**config.mk**
```make
export PLATFORM = sky130hd
export DESIGN_NAME = model_nexys_hls4ml_prj_1_mac_pipe
export DESIGN_NICKNAME = d
export VERILOG_FILES = /design/src/rtl/model_nexys_hls4ml_prj_1_mac_pkg.sv /design/src/rtl/model_nexys_hls4ml_prj_1_round_sat.sv /design/src/rtl/model_nexys_hls4ml_prj_1_mac_pipe.sv
export SDC_FILE = /design/constraint.sdc
export NUM_CORES = 1
export LEC_CHECK = 0
export ABC_AREA = 1
export CORE_MARGIN = 3
export CORE_UTILIZATION = 65
export DETAILED_ROUTE_END_ITERATION = 8
export PLACE_DENSITY = 0.88
export SYNTH_ARGS = -nofsm -noshare
export SYNTH_HDL_FRONTEND = slang
export SYNTH_SLANG_ARGS = --single-unit
```
**constraint.sdc**
```tcl
create_clock -name clk -period 14.7 [get_ports clk]
set_clock_uncertainty 0.1 [all_clocks]
set_input_delay 2.205 -clock clk [delete_from_list [all_inputs] [get_ports clk]]
set_output_delay 2.205 -clock clk [all_outputs]
set_load 0.02 [all_outputs]
```
**src/rtl/model_nexys_hls4ml_prj_1_mac_pkg.sv**
```systemverilog
// Shared types and constants for the pipelined signed MAC and its rescale/narrow stage.
package model_nexys_hls4ml_prj_1_mac_pkg;

  localparam int unsigned A_W_DEF = 11;
  localparam int unsigned B_W_DEF = 16;
  localparam int unsigned PROD_W  = A_W_DEF + B_W_DEF;

  localparam logic MODE_MUL = 1'b0;
  localparam logic MODE_ACC = 1'b1;

  typedef struct packed {
    logic valid;
    logic mode;
    logic first;
    logic last;
  } stage_tag_t;

  // A beat produces an output in multiply mode always, in accumulate mode only on the last term.
  function automatic logic tag_emits(stage_tag_t t);
    return t.valid && ((t.mode == MODE_MUL) || t.last);
  endfunction

  function automatic logic tag_accum(stage_tag_t t);
    return t.valid && (t.mode == MODE_ACC);
  endfunction

endpackage

```
**src/rtl/model_nexys_hls4ml_prj_1_round_sat.sv**
```systemverilog
// Combinational round-half-up rescale followed by saturating or wrapping narrowing.
module model_nexys_hls4ml_prj_1_round_sat #(
  parameter int unsigned ACC_W      = 40,
  parameter int unsigned DOUT_W     = 24,
  parameter int          FRAC_SHIFT = 0,
  parameter bit          SATURATE   = 1'b1
) (
  input  logic [ACC_W-1:0]  acc_i,
  output logic [DOUT_W-1:0] dout_o,
  output logic              sat_o
);

  // One guard bit so adding the rounding constant can never overflow.
  localparam int unsigned EW = ACC_W + 1;

  logic signed [EW-1:0] ext;
  logic signed [EW-1:0] shf;

  assign ext = {acc_i[ACC_W-1], acc_i};

  if (FRAC_SHIFT > 0) begin : g_round
    localparam logic signed [EW-1:0] Half = EW'(1) <<< (FRAC_SHIFT - 1);
    logic signed [EW-1:0] rnd;
    assign rnd = ext + Half;
    assign shf = rnd >>> FRAC_SHIFT;
  end else begin : g_pass
    assign shf = ext;
  end

  if (SATURATE) begin : g_sat
    logic in_range;
    // In range iff every bit from the guard bit down to the output sign bit agrees.
    assign in_range = (&shf[EW-1:DOUT_W-1]) | ~(|shf[EW-1:DOUT_W-1]);

    always_comb begin
      dout_o = shf[DOUT_W-1:0];
      sat_o  = 1'b0;
      if (!in_range) begin
        sat_o  = 1'b1;
        dout_o = shf[EW-1] ? {1'b1, {(DOUT_W-1){1'b0}}} : {1'b0, {(DOUT_W-1){1'b1}}};
      end
    end
  end else begin : g_wrap
    assign dout_o = shf[DOUT_W-1:0];
    assign sat_o  = 1'b0;
  end

endmodule

```
**src/rtl/model_nexys_hls4ml_prj_1_mac_pipe.sv**
```systemverilog
// Pipelined signed multiply / multiply-accumulate with valid/ready flow control, clock
// enable, round-half-up rescaling and optional saturation.
module model_nexys_hls4ml_prj_1_mac_pipe
  import model_nexys_hls4ml_prj_1_mac_pkg::*;
#(
  parameter int unsigned A_W        = A_W_DEF,
  parameter int unsigned B_W        = B_W_DEF,
  parameter int unsigned ACC_W      = 40,
  parameter int unsigned DOUT_W     = 24,
  parameter int unsigned NUM_STAGE  = 3,
  parameter int          FRAC_SHIFT = 0,
  parameter bit          SATURATE   = 1'b1
) (
  input  logic              clk,
  input  logic              reset,
  input  logic              ce,
  input  logic              in_valid,
  output logic              in_ready,
  input  logic [A_W-1:0]    din0,
  input  logic [B_W-1:0]    din1,
  input  logic              acc_mode,
  input  logic              in_first,
  input  logic              in_last,
  output logic              out_valid,
  input  logic              out_ready,
  output logic [DOUT_W-1:0] dout,
  output logic              out_sat
);

  localparam int unsigned ProdW = A_W + B_W;
  // Product-carrying stages between the operand register and the output stage.
  localparam int unsigned NumP  = NUM_STAGE - 2;

  logic advance;

  logic signed [A_W-1:0] a_q;
  logic signed [B_W-1:0] b_q;
  stage_tag_t            s1_tag_q;

  logic signed [ProdW-1:0] prod;
  logic signed [ProdW-1:0] p_q   [NumP];
  stage_tag_t              ptag_q[NumP];

  stage_tag_t              fin_tag;
  logic signed [ProdW-1:0] fin_p;
  logic signed [ACC_W-1:0] p_ext;
  logic signed [ACC_W-1:0] acc_sum;
  logic signed [ACC_W-1:0] result;
  logic signed [ACC_W-1:0] acc_q;

  logic [DOUT_W-1:0] rs_dout;
  logic              rs_sat;
  logic              out_valid_q;
  logic [DOUT_W-1:0] dout_q;
  logic              sat_q;

  // The whole pipeline stalls together: a held output blocks every stage and the input.
  assign advance  = ce & ~(out_valid_q & ~out_ready);
  assign in_ready = advance;

  always_ff @(posedge clk or negedge reset) begin
    if (!reset) begin
      a_q      <= '0;
      b_q      <= '0;
      s1_tag_q <= '0;
    end else if (advance) begin
      s1_tag_q <= '{valid: in_valid, mode: acc_mode, first: in_first, last: in_last};
      if (in_valid) begin
        a_q <= din0;
        b_q <= din1;
      end
    end
  end

  assign prod = ProdW'(a_q) * ProdW'(b_q);

  always_ff @(posedge clk or negedge reset) begin
    if (!reset) begin
      for (int i = 0; i < NumP; i++) begin
        p_q[i]    <= '0;
        ptag_q[i] <= '0;
      end
    end else if (advance) begin
      p_q[0]    <= prod;
      ptag_q[0] <= s1_tag_q;
      for (int i = 1; i < NumP; i++) begin
        p_q[i]    <= p_q[i-1];
        ptag_q[i] <= ptag_q[i-1];
      end
    end
  end

  assign fin_tag = ptag_q[NumP-1];
  assign fin_p   = p_q[NumP-1];

  always_comb begin
    p_ext   = ACC_W'(fin_p);
    acc_sum = fin_tag.first ? p_ext : acc_q + p_ext;
    result  = (fin_tag.mode == MODE_ACC) ? acc_sum : p_ext;
  end

  model_nexys_hls4ml_prj_1_round_sat #(
    .ACC_W      (ACC_W),
    .DOUT_W     (DOUT_W),
    .FRAC_SHIFT (FRAC_SHIFT),
    .SATURATE   (SATURATE)
  ) u_round_sat (
    .acc_i  (result),
    .dout_o (rs_dout),
    .sat_o  (rs_sat)
  );

  always_ff @(posedge clk or negedge reset) begin
    if (!reset) begin
      out_valid_q <= 1'b0;
      dout_q      <= '0;
      sat_q       <= 1'b0;
      acc_q       <= '0;
    end else if (advance) begin
      out_valid_q <= tag_emits(fin_tag);
      if (tag_emits(fin_tag)) begin
        dout_q <= rs_dout;
        sat_q  <= rs_sat;
      end
      // Multiply-mode beats pass by without disturbing a running sum.
      if (tag_accum(fin_tag)) begin
        acc_q <= acc_sum;
      end
    end
  end

  assign out_valid = out_valid_q;
  assign dout      = dout_q;
  assign out_sat   = sat_q;

endmodule

```
=== Word level (Yosys, flattened, before mapping) ===
Index checks and enable logic that the tools add are counted.

* Bits in registers: 128
* Output and inout port bits: 27
* Logic and storage cells: 37
* Input bits: 35

* Reduce and logical (&&, ||, !) cells: 8
* Multiply operators: 1
* $add $sub $neg: 1
* Muxes and demuxes: 5
* Bitwise operators: 7

{| class="wikitable"
|+ Operators with widths
! cell !! count
|-
| two-way mux 40 bit || 2
|-
| two-way mux 24 bit || 2
|-
| adder 40 x 27 -> 40 bit || 1
|-
| multiplier 11 x 16 -> 27 bit || 1
|-
| AND reduction 17 bit || 1
|-
| OR reduction 17 bit || 1
|-
| AND reduction 2 bit || 3
|-
| inverter 1 bit || 4
|-
| AND 1 bit || 2
|-
| logical AND 1 bit || 2
|-
| logical OR 1 bit || 1
|-
| two-way mux 1 bit || 1
|-
| OR 1 bit || 1
|}

=== Longest topological paths before layout ===
Gate-level depths: netlist of the first run.

* Word-level depth: 7
* Mapped depth: 28
* Mapped depth without buffers: 26

=== Hierarchy ===
Synthesis of the first run repeated with hierarchy kept, for this count alone.

* Cell total of the unflattened synthesis: 2250
* Area total of the unflattened synthesis: 15929.0 µm²

{| class="wikitable"
|+ By module, submodules not included
! module !! sequential area each (µm²) !! cells an instance !! instances !! area an instance (µm²)
|-
| model_nexys_hls4ml_prj_1_mac_pipe || 3203.1 || 2163 || 1 || 15553.7
|-
| model_nexys_hls4ml_prj_1_round_sat || 0.0 || 87 || 1 || 375.4
|}

=== Least setup slack after synthesis of the first run ===
No wires, ideal clock.

* Path type: input -> output
* Start: input out_ready
* End: output in_ready
* Cell stages on the path: 4
* Arrival: 3.096 ns
* Path slack: 9.299 ns
* Required time: 12.395 ns
* Buffers on the path: 2
* Cell sequence: o21ai_1 > inv_1 > clkbuf_1 > clkbuf_1

* Cells in the longest elaborated chain, start to end: 4

{| class="wikitable"
|+ RTL lines
! element !! line !! RTL
|-
| start, declared || model_nexys_hls4ml_prj_1_mac_pipe.sv:25 || <nowiki>input logic out_ready,</nowiki>
|-
| inverter 1 bit || model_nexys_hls4ml_prj_1_mac_pipe.sv:58 || <nowiki>assign advance = ce & ~(out_valid_q & ~out_ready);</nowiki>
|-
| AND 1 bit || model_nexys_hls4ml_prj_1_mac_pipe.sv:58 ||
|-
| inverter 1 bit || model_nexys_hls4ml_prj_1_mac_pipe.sv:58 ||
|-
| AND 1 bit || model_nexys_hls4ml_prj_1_mac_pipe.sv:58 ||
|-
| end, declared || model_nexys_hls4ml_prj_1_mac_pipe.sv:18 || <nowiki>output logic in_ready,</nowiki>
|}

No other way between the ends.

=== Final worst setup path of the first run ===
Ends and elaborated chain as after synthesis.

==> impl_metrics.yaml, run 1 <==
die:
  die_w_um: 160
  rows: 55
  die_area_um2: 25600
  coreArea_um2: 23000
  initial_utilization: 0.672
  dieHeight_um: 160
  ios: 62
cells_and_area:
  fin_nets: 2455
  drive_gt1_frac: 0.0731
  diodes: 0
  final_cells: 2487
  area.growth.synth_to_final_pct: 8.64
  num-fill-cells: 1767
  utilization: 0.730
clock_tree:
  cts_setup_buffers: 0
  cts.path.max_buffers: 2
  h-tree-depth: 4
  cts_hold_buf: 0
  post_cts_resized: 0
  clk_latency_ns: 0.44
  cts.sinks: 128
  cts_made_buffers: 17
  cts_tree: "yes"
  clk_pin_slew_worst_paths_ns: 0.06
  root_buffer: "clkbuf_16"
critical_path:
  crit_required_ns: 12.40
  critPathLaunch: "out_ready"
  path_class: "in2out"
  start_kind: "primary input"
  crit_buf_inv: 5
  cp_cell_sequence: "clkdlybuf4s50_1 -> o21ai_2 -> buf_4 -> inv_1 -> buf_4 -> clkdlybuf4s50_1"
  crit_fanout: 44
  cpPeakStageDelay_ns: 0.66
  arrival_ns: 4.06
  rr_startpoint: "a_q[2]"
  worst_path_max_delay_cell: "clkdlybuf4s50_1"
  crit_family: "buffers and inverters"
  endpoint_kind: "output port"
global_route:
  grt_max_degree: 86
  antenna_found_initial: 0
  grt_use_met1: 0.395
  grt.busiest_layer: "met2"
  grt_pass1_vias: 14000
  grt_pass1_wl_um: 65900
  met2_usage: 0.555
  grt_util_all_layers: 0.317
  grt_overflow: 0
  grtUsageMet3: 0.0472
min_path:
  hold_path.class: "reg2reg"
  hold_start: "fin_tag[0]"
placed_design:
  dp_cells: 2455
  port_buffers: 61
  place.gp.congestion: 0.923
  dp_hpwl_um: 30700
yosys:
  yosys_register_bits: 128
  synth_nets: 2443
  synth_edf_count: 0
  synth-seq-area-share: 0.207
  synthCells: 2149
  syn_area_um2: 15400
  ys_dominant_reg_cell: "dfrtp_1"
  yosys_warnings: 0
  netlist-cell-type-count: 39
  syn-mean-instance-area_um2: 7.19
  synthArstFlopShare: 1.00
detailed_routing:
  antenna_left: 0
  detail_route.wl_per_cell_um: 15.9
  detail_route.vias_per_cell: 5.43
  drt-pass1-iter-count: 6
  drtIter0Drc: 988
  drc: 0
  vias: 13500
  wirelength_um: 39600
timing:
  hold_slack_ns: 0.385
  drv_slew: 0
  max_freq_mhz: 157
  setup_viol: 0
  tns_ns: 0
  relSlewSlack: 0.281
  worstMarginPinSlew_ns: 1.08
  finalHoldViolations: 0
  rsz0062_at_grt: "false"
  final.min_clock_period_ns: 6.36
  timing.final.crit_share: 0.433
flow_run:
  drv_cap: 0
outcome:
  status: "complete, no violations"
==> layer usage <==
layer / part of all wire / wire length [µm]
met4: 0.038 / 1510
met5: 0 / 0
met2: 0.50 / 19600
met1: 0.40 / 15700
met3: 0.069 / 2740
==> registers in the layout (all words and copies together), names as in the netlist <==
register and count:
acc_q 40, fin_p 27, dout 24, b_q 16
a_q 11, fin_tag 4, s1_tag_q 4, out_sat 1
out_valid 1
==> cells by family (layout without fill, tap and decap cells) <==
kind of cell | count (synthesis) | count (layout) | share of synthesized area
buffers and inverters | 508 | 533 | 0.126
and+or+nand+nor | 997 | 997 | 0.266
adders and majority gates | 259 | 259 | 0.289
muxes | 26 | 26 | 0.0190
AOI/OAI and AO/OA | 193 | 193 | 0.0708
DFF | 128 | 128 | 0.207
xor gates and xnor gates | 38 | 38 | 0.0216
==> path summary, 6_finish.rpt <==
path | endpoint | slack [ns] | depth (start not counted)
worst max-delay path | in_ready | 8.34 | 6
worst min-delay path | fin_tag[0] | 0.39 | 2
worst max register to register | fin_p[24] | 8.86 | 23
worst min register to register | fin_tag[0] | 0.39 | 2
max in group asynchronous | acc_q[15] | 11.31 | 2
min in group asynchronous | b_q[13] | 1.68 | 1
==> through the flow <==
stage / cell area, µm² / setup WS [ns]
2_1_floorplan: 15400 / 9.30
3_3_place_gp: 16200 / 8.36
3_5_place_dp: 16200 / 8.36
4_1_cts: 16800 / 8.34
5_1_grt: 16800 / 8.26
6_report: 16800 / 8.34
==> final cells by class <==
| cell class | instances | area [µm²] | share of cell area |
|---|---|---|---|
| Clock buffer | 18 | 439 | 0.0262 |
| Clock inverter | 14 | 144 | 0.00858 |
| Inverter | 431 | 1620 | 0.0964 |
| Multi-Input combinational cell | 1513 | 10300 | 0.614 |
| Sequential cell | 128 | 3200 | 0.191 |
| Tap cell | 313 | 392 | 0.0233 |
| Timing Repair Buffer | 70 | 676 | 0.0403 |
==> layout by cell type (no fill, tap or decap), types with 3 or more instances in the layout <==
cell type        synthesis  final
nand4_1                  6      6
nor3_1                   5      5
nand3b_1                 4      4
a21oi_2                 20     20
or2_2                   14     14
nand3_1                 68     68
clkinvlp_4               0      4
mux2_2                  26     26
nand2_1                736    736
a21oi_1                 61     61
clkinv_1                 4      4
ha_1                    96     96
o21ai_1                  7      6
inv_1                  423    423
buf_4                    0     10
inv_2                    4      4
nor2_2                  10     10
o21ai_0                 85     85
nor2_4                   3      4
nand3_2                 11     11
xnor2_1                 24     24
o21bai_1                 4      4
a21o_1                   3      3
xor2_1                  14     14
dfrtp_1                128    128
nor2_1                 112    111
fa_1                   163    163
clkdlybuf4s50_1          0     60
inv_6                    0      6
nand2_2                 24     24
o22ai_1                  4      4
clkbuf_16                0     17
o211ai_1                 4      4
==> tightest hold or removal path, stage by stage, from the launching register on <==
cell and delay (ns):
dfrtp_1 0.34, nand2_1 0.05, o21ai_0 0.06
==> cells in the mapped netlist (3+ instances only) <==
| library cell | n | area, µm² |
|---|---|---|
| buf_6 | 4 | 45.0 |
| nor3_1 | 5 | 25.0 |
| inv_1 | 423 | 1590 |
| xor2_1 | 14 | 123 |
| mux2_2 | 26 | 293 |
| nor2_1 | 112 | 420 |
| clkinv_1 | 4 | 15.0 |
| clkbuf_1 | 61 | 229 |
| buf_2 | 6 | 30.0 |
| ha_1 | 96 | 1200 |
| o21ai_1 | 7 | 35.0 |
| a21oi_2 | 20 | 175 |
| nand3_1 | 68 | 340 |
| xnor2_1 | 24 | 210 |
| nand3b_1 | 4 | 30.0 |
| or2_2 | 14 | 87.6 |
| o211ai_1 | 4 | 30.0 |
| nand2_2 | 24 | 150 |
| nor2_2 | 10 | 62.6 |
| o21bai_1 | 4 | 30.0 |
| dfrtp_1 | 128 | 3200 |
| inv_2 | 4 | 15.0 |
| nand4_1 | 6 | 37.5 |
| nand3_2 | 11 | 110 |
| o22ai_1 | 4 | 25.0 |
| a21o_1 | 3 | 22.5 |
| o21ai_0 | 85 | 425 |
| a21oi_1 | 61 | 305 |
| nand2_1 | 736 | 2760 |
| fa_1 | 163 | 3260 |
| buf_1 | 6 | 22.5 |
| nor2_4 | 3 | 33.8 |
Power of run 1 is not shown: default switching activity piles up to over one toggle a cycle in this logic, so the estimate is an artifact.
==> run 2, diff against run 1 <==
CORE_UTILIZATION = 64   (was 65)
PLACE_DENSITY = 0.87   (was 0.88)
clock period = 6.3 ns   (was 14.7 ns; I/O delays follow)
==> impl_metrics.yaml, run 2 (synthesis gave the netlist of run 1 again) <==
die:
  coreArea_um2: 23600
  dieHeight_um: 161
  rows: 56
  initial_utilization: 0.654
  die_area_um2: 26000
  ios: 62
  die_w_um: 161
global_route:
  grt_util_all_layers: 0.325
  grt_pass1_wl_um: 67800
  grt_pass1_vias: 14200
  antenna_found_initial: 0
  grt_overflow: 0
  grt_max_degree: 74
min_path:
  whs_path_depth: 2
  hold_start: "acc_q[37]"
  hold_path.class: "reg2reg"
  hold_end: "acc_q[37]"
critical_path:
  worst_path_max_delay_cell: "dfrtp_1"
  arrival_ns: 5.90
  cpPeakStageDelay_ns: 0.79
  crit_fanout: 17
  cpMostUsedCell: "fa_1"
  endpoint_kind: "flip-flop"
  reg2regPathDepth: 16
  path_class: "reg2reg"
  reg2reg_to: "fin_p[26]"
  rr_startpoint: "a_q[5]"
  crit_required_ns: 6.50
  start_kind: "flip-flop"
  rrSetupSlack_ns: 0.60
  cp_cell_sequence: "nand2_1 -> fa_1 -> inv_1 -> fa_1 -> inv_1 -> fa_1 -> fa_1 -> inv_1 -> fa_1 -> ha_1 -> inv_1 -> nor3_1 -> nand2_1 -> o311ai_0 -> xor2_1 -> o21ai_0"
timing:
  hold_slack_ns: 0.384
  rsz0062_at_grt: "false"
  setup_viol: 0
  timing.final.crit_share: 0.906
  tns_ns: 0
  relSlewSlack: 0.227
  max_freq_mhz: 175
  fin_ws_ns: 0.595
  drv_slew: 0
  worstMarginPinSlew_ns: 1.16
  final.min_clock_period_ns: 5.70
  finalHoldViolations: 0
cells_and_area:
  utilization: 0.711
  num-fill-cells: 1933
  mostFrequentLayoutCells: "nand2_1 (736), inv_1 (423), fa_1 (163)"
  diodes: 0
  largest-register: "acc_q"
  area.growth.synth_to_final_pct: 8.78
  largest_register_ffs: 40
  final_common_cell: "nand2_1"
  fin_nets: 2455
  drive_gt1_frac: 0.0727
clock_tree:
  cts_tree: "yes"
  cts.sinks: 128
  root_buffer: "clkbuf_16"
  post_cts_resized: 0
  h-tree-depth: 4
  cts_made_buffers: 17
  cts_hold_buf: 0
  clk_pin_slew_worst_paths_ns: 0.07
  cts.path.max_buffers: 2
  clk_latency_ns: 0.44
  cts_setup_buffers: 0
placed_design:
  dp_hpwl_um: 31500
  dp_slack_ns: 0.696
  port_buffers: 61
  place.gp.congestion: 0.959
flow_run:
  drv_cap: 0
detailed_routing:
  wirelength_um: 40500
  vias: 13600
  drc: 0
  drtIter0Drc: 1007
  drt-pass1-iter-count: 6
  detail_route.wl_per_cell_um: 16.2
  detail_route.vias_per_cell: 5.47
  antenna_left: 0
outcome:
  status: "complete, no violations"
-- run 2: cell count changes in the layout (fill, tap and decap cells not counted), sizes merged --
| cell | before | now |
|---|---|---|
| bufinv | 1 | 2 |
| clkinvlp | 4 | 2 |
| inv | 435 | 434 |
| clkinv | 5 | 7 |
-- run 2: area by class of cell --
class                   instances  area [µm²]  share of cell area
flip-flops and latches        128        3200               0.191
multi-input cells            1513       10300               0.613
clock buffers                  18         429              0.0255
well taps                     319         399              0.0238
repair buffers                 70         676              0.0402
clock inverters                14         173              0.0103
inverters                     431        1620              0.0963
-- run 2: worst max path at each step --
| stage | cells past startpoint | slack [ns] | start | end |
|---|---|---|---|---|
| after floorplan | 24 | 0.93 | a_q[2] | fin_p[24] |
| after global placement | 24 | 0.80 | a_q[2] | fin_p[24] |
| after detailed placement | 16 | 0.70 | a_q[5] | fin_p[26] |
| after CTS | 16 | 0.63 | a_q[5] | fin_p[26] |
| after global routing | 16 | 0.23 | a_q[5] | fin_p[26] |
| final | 16 | 0.60 | a_q[5] | fin_p[26] |
-- run 2: routing by layer --
metal | wire length, µm | part of all wire | GRT usage
met5 | 0 | 0 | 0
met1 | 16200 | 0.40 | 0.404
met4 | 1620 | 0.040 | 0.147
met2 | 20000 | 0.49 | 0.566
met3 | 2660 | 0.066 | 0.0431
-- run 2: through the flow --
step	instances	instance area (µm²)
final	2493	16800
after global routing	2493	16800
after CTS	2493	16800
after detailed placement	2461	16200
after global placement	2461	16200
after floorplan	2149	15400
-- run 2: worst max-delay path: cells and delay by family (launching register included) --
family,cells,cell delay [ns]
xor gates and xnor gates,1,0.17
DFF,1,0.79
buffers and inverters,4,0.32
adders and majority gates,6,2.96
and+or+nand+nor,3,0.71
AOI/OAI and AO/OA,2,0.50
Power of run 2 is left out for the same reason.
